==> config.mk <==
export PLATFORM = sky130hd
export DESIGN_NAME = if_id_buffer
export DESIGN_NICKNAME = d
export VERILOG_FILES = /design/src/rtl/if_id_buffer.sv
export SDC_FILE = /design/constraint.sdc
export NUM_CORES = 1
export LEC_CHECK = 0
export CORE_MARGIN = 8
export CORE_UTILIZATION = 40
export CTS_CLUSTER_DIAMETER = 100
export DETAILED_ROUTE_END_ITERATION = 16
export PLACE_DENSITY = 0.77
export SYNTH_ARGS = -nofsm -noshare
export SYNTH_HDL_FRONTEND = slang
export SYNTH_SLANG_ARGS = --single-unit
==> constraint.sdc <==
create_clock -name Clk -period 5.2 [get_ports Clk]
set_input_delay 1.56 -clock Clk [delete_from_list [all_inputs] [get_ports Clk]]
set_output_delay 1.56 -clock Clk [all_outputs]
set_load 0.03 [all_outputs]
==> src/rtl/if_id_buffer.sv <==
// IF/ID skid buffer: two-entry {Inst, PC} FIFO between fetch and decode.
// Head entry is pre-decoded into MIPS-style fields for the next stage.
module if_id_buffer #(
    parameter logic [31:0] NOP_INST = 32'h0000_0000,
    parameter int          DEPTH    = 2
) (
    input  logic        Clk,
    input  logic        Reset,
    input  logic        in_valid,
    output logic        in_ready,
    input  logic [31:0] Inst,
    input  logic [31:0] PC,
    input  logic        Flush,
    output logic        out_valid,
    input  logic        out_ready,
    output logic [31:0] out_inst,
    output logic [31:0] out_pc,
    output logic [31:0] out_pc4,
    output logic [5:0]  opcode,
    output logic [4:0]  rs,
    output logic [4:0]  rt,
    output logic [4:0]  rd,
    output logic [4:0]  shamt,
    output logic [5:0]  funct,
    output logic [31:0] imm_sext,
    output logic [31:0] jaddr,
    output logic [1:0]  count
);

    logic [31:0] inst_q [DEPTH];
    logic [31:0] pc_q   [DEPTH];
    logic        wptr_q, wptr_d;
    logic        rptr_q, rptr_d;
    logic [1:0]  count_q, count_d;
    logic        push, pop;

    assign in_ready  = (count_q < 2'(DEPTH));
    assign out_valid = (count_q != 2'd0);
    assign count     = count_q;

    assign push = in_valid & in_ready & ~Flush & ~Reset;
    assign pop  = out_valid & out_ready & ~Flush & ~Reset;

    always_comb begin
        wptr_d  = wptr_q;
        rptr_d  = rptr_q;
        count_d = count_q;
        if (push) wptr_d = ~wptr_q;
        if (pop)  rptr_d = ~rptr_q;
        unique case ({push, pop})
            2'b10:   count_d = count_q + 2'd1;
            2'b01:   count_d = count_q - 2'd1;
            default: count_d = count_q;
        endcase
    end

    // Reset outranks Flush, which outranks normal push/pop.
    always_ff @(posedge Clk) begin
        if (Reset || Flush) begin
            wptr_q  <= 1'b0;
            rptr_q  <= 1'b0;
            count_q <= 2'd0;
        end else begin
            wptr_q  <= wptr_d;
            rptr_q  <= rptr_d;
            count_q <= count_d;
        end
    end

    always_ff @(posedge Clk) begin
        if (push) begin
            inst_q[wptr_q] <= Inst;
            pc_q[wptr_q]   <= PC;
        end
    end

    // Storage is masked whenever empty so stale entries never leak out.
    assign out_inst = out_valid ? inst_q[rptr_q] : NOP_INST;
    assign out_pc   = out_valid ? pc_q[rptr_q]   : 32'd0;
    assign out_pc4  = out_pc + 32'd4;

    assign opcode   = out_inst[31:26];
    assign rs       = out_inst[25:21];
    assign rt       = out_inst[20:16];
    assign rd       = out_inst[15:11];
    assign shamt    = out_inst[10:6];
    assign funct    = out_inst[5:0];
    assign imm_sext = {{16{out_inst[15]}}, out_inst[15:0]};
    assign jaddr    = {out_pc4[31:28], out_inst[25:0], 2'b00};

endmodule

-- Yosys cells after proc, flatten, opt, wreduce, memory -nomap -nowiden
Memory sizes are Yosys's and may differ from the RTL's. A register that Yosys moved wholly into a read port is not among the register bits.
Cells that the tools add are included.
- register bits: 4
- output and inout port bits: 196
- memories kept: 2
- memory bits (writable): 128
- input port bits: 69
- equality and inequality tests: 2
- add/subtract/negate cells: 3
- bitwise logic cells: 10
- muxes and demuxes: 9
- reduce and logical (&&, ||, !) cells: 3
- order comparisons: 1
- memories (name ; depth ; width ; read ports ; clocked after Yosys merged registers in ; wr ports ; RTL line ; RTL):
    inst_q ; 2 ; 32 ; 1 ; 1 ; 1 ; 30 ; logic [31:0] inst_q [DEPTH];
    pc_q ; 2 ; 32 ; 1 ; 1 ; 1 ; 31 ; logic [31:0] pc_q [DEPTH];
- operators by type and width (kind ; number):
    two-way mux 32 bit ; 2
    adder 32 x 3 -> 32 bit (second input constant) ; 1
    bitwise AND 1 bit ; 6
    two-way mux 1 bit ; 6
    inverter 1 bit ; 4
    case mux 2 bit (2 select lines) ; 1
    nonzero test 2 bit ; 2
    adder 2 x 1 -> 2 bit (second input constant) ; 1
    equality test 2 x 1 -> 1 bit (second input constant) ; 1
    equality test 2 bit (second input constant) ; 1
    < comparator 2 bit (second input constant) ; 1
    subtractor 2 x 1 -> 2 bit (second input constant) ; 1
    logical OR 1 bit ; 1

-- Logic depth before layout (Yosys ltp)
- depth in word-level cells: 6
- gate-level depth with buffers: 14

-- Worst setup path before layout
Ideal clock, no wire load.
- path type: register -> output
- start point: register count_q[0] (netlist: count[0])
- end point: output out_pc4[28]
- slack: -0.089 ns
- cell stages (with the launch flop): 13
- buffers on the path: 4
- arrival time: 3.729 ns
- required time: 3.640 ns
- cells stage by stage: dfxtp_1 nor2_2 buf_2 buf_1 clkbuf_1 nor2_1 ha_1 o21ai_0 a211oi_2 nand4_1 nor3_1 xor2_1 buf_4
- cells in the longest elaborated chain, start to end: 3
- RTL lines (what ; RTL line ; RTL):
    start: declaration ; 34 ; logic [1:0] count_q, count_d;
    start signal: assignment ; 66 ; count_q <= count_d;
    nonzero test 2 bit ; 38 ; assign out_valid = (count_q != 2'd0);
    two-way mux 32 bit ; 79 ; assign out_pc = out_valid ? pc_q[rptr_q] : 32'd0;
    net out_pc[3] ; 17 ; output logic [31:0] out_pc,
    adder 32 x 3 -> 32 bit ; 80 ; assign out_pc4 = out_pc + 32'd4;
    end: declaration ; 18 ; output logic [31:0] out_pc4,
The timed path passes the listed nets, and every way through them passes these cells.

==> impl_metrics.json <==
{
  "die_area_um2": 21000,
  "critical_path_peak_fanout": 19,
  "grt_setup_unrepaired": "false",
  "ir_worst_vdd_uv": 198,
  "grt_antenna_before_repair": 0,
  "die-height_um": 145,
  "die_x_um": 145,
  "setup.worst_path.end_class": "output port",
  "hold_path_origin": "rptr_q$_SDFFE_PP0P_",
  "fin_util": 0.573,
  "synth_area_per_cell_um2": 13.2,
  "finalSetupTns_ns": 0,
  "crit_path_start_kind": "flop",
  "synth_seq_area_share": 0.593,
  "route.met3.wl_um": 1350,
  "layout_commonest_cell": "clkdlybuf4s50_1",
  "final_max_slew_viol_count": 0,
  "finish.net_count": 751,
  "final_period_minus_worst_setup_slack_ns": 4.92,
  "r2r_end": "inst_q[1][22]$_DFFE_PP_",
  "regToRegStartpoint": "count[1]$_SDFFE_PP0P_",
  "run_status": "completed",
  "multi_input_comb_area_um2": 1870,
  "achievable-frequency_mhz": 203,
  "cell_count_after_synthesis": 504,
  "reg2reg_slack_ns": 3.20,
  "ratio_of_cells_with_drive_above_1_in_the_final_layout": 0.114,
  "dpl.hpwl_um": 12300,
  "p_total_mw": 2.58,
  "top_library_cells_by_usage_in_the_layout_fill_and_taps_aside": "clkdlybuf4s50_1 (255), edfxtp_1 (128), nor2_1 (66)",
  "cts.reportedPaths.clkPinSlew_ns": 0.05,
  "clk_latency_ns": 0.41,
  "finalCritPeriodShare": 0.947,
  "register_area_um2": 3950,
  "final_antenna_net_count": 0,
  "std_cell_rows": 47,
  "grt_remaining_overflow": 0,
  "final_area_um2": 9400,
  "detailroute.via_count": 4325,
  "cts.root.buffer_cell": "clkbuf_16",
  "cap_violations": 0,
  "maxUsedRoutingLayer": "met4",
  "dp_worst_setup_slack_ns": 0.486,
  "clockBufferDepth": 2,
  "floorplan.io_pins": 265,
  "cts-htree-levels": 4,
  "detailedRoute.firstIterationViolations": 167,
  "routedLengthMet1_um": 5940,
  "final.setup.worst_slack_ns": 0.276,
  "arrival_ns": 3.36,
  "required_ns": 3.64,
  "all_layer_global_routing_usage": 0.152,
  "synth_warnings": 0,
  "start_util": 0.405,
  "grt_pass1_wl_um": 25300,
  "post_drt_wl_per_cell_um": 17.8,
  "p_per_area_nw_per_um2": 274,
  "core_area_um2": 16400,
  "rr_worst_depth": 4,
  "finClkSkew_ns": 0.00495,
  "slew_headroom": 0.303,
  "antennaDiodeCount": 0,
  "power.static_leakage_nw": 3.05,
  "post-route-drc-count": 0,
  "syn_area_um2": 6650,
  "num-fill-cells": 1289,
  "cells_on_worst_hold_path": 2,
  "number_of_global_route_vias_before_repair": 4810,
  "hold_end": "rptr_q$_SDFFE_PP0P_",
  "timing_worst_slew_pin_value_ns": 1.04,
  "number_of_buffers_added_on_ports": 262,
  "ys_ff_latch": 133,
  "met2WireLength_um": 8880,
  "gpl.final_weighted_congestion": 0.840,
  "timing.final.hold_violations": 0,
  "cts_num_sinks": 133,
  "grt_start_max_net_pins": 65,
  "postRouteWirelength_um": 16300,
  "critPathKind": "flop to output port",
  "first_pass_iters": 4,
  "placedInstanceArea_um2": 8790,
  "routed_via_density": 4.74,
  "post_synth_num_cell_types": 33,
  "timing.final.setup_violations": 0,
  "min-delay-path-class": "flop to flop",
  "area.growth.synth_to_final_pct": 41.4,
  "tritoncts.num_buffers": 17,
  "tritoncts": "built"
}
[cell type report]
| type | count | area share |
|---|---|---|
| clock buffers | 17 | 0.0452 |
| clock inverters | 15 | 0.0174 |
| inverters | 7 | 0.00279 |
| multi-input cells | 250 | 0.199 |
| flip-flops and latches | 133 | 0.420 |
| well taps | 220 | 0.0293 |
| repair buffers | 271 | 0.286 |
[metrics by stage]
stage                     hold slack, ns  std cells
after floorplan                    0.520        505
after global placement             0.548        879
after detailed placement           0.558        879
after CTS                          0.573        911
after global routing               0.602        913
final                              0.561        913
[registers in the layout, summed over array words and instances (netlist names), named ones only]
signal and count:
inst_q 64, wptr_q 1, pc_q 64, rptr_q 1
count 2
[synth_stat cells]
library cell / instances / area [um^2]
a211oi_2: 3 / 37.5
a211oi_4: 2 / 40.0
a21oi_1: 1 / 5.00
a22oi_2: 2 / 25.0
buf_1: 2 / 7.51
buf_2: 4 / 20.0
buf_4: 103 / 773
buf_6: 3 / 33.8
clkbuf_1: 3 / 11.3
conb_1: 1 / 3.75
dfxtp_1: 5 / 100
edfxtp_1: 128 / 3840
ha_1: 2 / 25.0
inv_1: 7 / 26.3
mux2_2: 1 / 11.3
mux2i_1: 63 / 631
nand2_1: 11 / 41.3
nand2_2: 1 / 6.26
nand3_1: 13 / 65.1
nand3_2: 5 / 50.1
nand3b_1: 7 / 52.6
nand3b_4: 1 / 20.0
nand4_1: 3 / 18.8
nand4_4: 1 / 21.3
nor2_1: 68 / 255
nor2_2: 3 / 18.8
nor3_1: 16 / 80.1
nor3_2: 3 / 30.0
nor4_2: 6 / 75.1
nor4_4: 1 / 21.3
o21ai_0: 2 / 10.0
xnor2_1: 10 / 87.6
xor2_1: 23 / 201
[worst max path at each step]
stage / end / slack [ns] / depth (start not counted)
floorplan: out_pc4[28] / 0.04 / 12
global placement: out_pc4[29] / 0.57 / 7
detailed placement: out_pc4[29] / 0.49 / 7
CTS: out_pc4[29] / 0.01 / 7
global route: out_pc4[22] / 0.05 / 10
finish: out_pc4[14] / 0.28 / 10
[worst max-delay path: stages, from the launching register on]
cell	delay (ns)
dfxtp_4	0.48
mux2_2	0.19
nand2_1	0.07
inv_1	0.08
ha_1	0.22
o21ai_0	0.14
a211oi_2	0.35
nand3_2	0.29
nor4_2	0.27
xor2_1	0.17
clkdlybuf4s50_1	0.69
[report_power, final]
part,switching (mW),internal [mW],total (mW)
logic,0.110,0.0960,0.206
registers,0.00606,1.19,1.20
clock network,0.428,0.746,1.17
total,0.544,2.04,2.58
[layer usage]
layer	vias to the layer above	track usage
met5	-	0
met2	170	0.283
met1	2105	0.145
li1	2044	-
met3	6	0.0684
met4	0	0.0489
[cells by family (layout without fill, tap and decap cells)]
kind of cell	count (synthesis)	in the layout	synth area share
other	1	2	0.000564
AND/OR/NAND/NOR	139	139	0.114
buffers and inverters	122	310	0.131
AO/OA/AOI/OAI	10	10	0.0177
multiplexers	64	64	0.0965
XOR/XNOR	33	33	0.0435
flip-flops	133	133	0.593
adder cells (fa/ha/maj)	2	2	0.00376
[repair_timing]
action | 4_1_cts | 5_1_grt
setup buffers | 0 | 2
setup endpoints to repair | 0 | 11
gates resized for setup | 0 | 2
hold buffers | 0 | 0
Note: power is estimated with default switching activity, not from simulation.
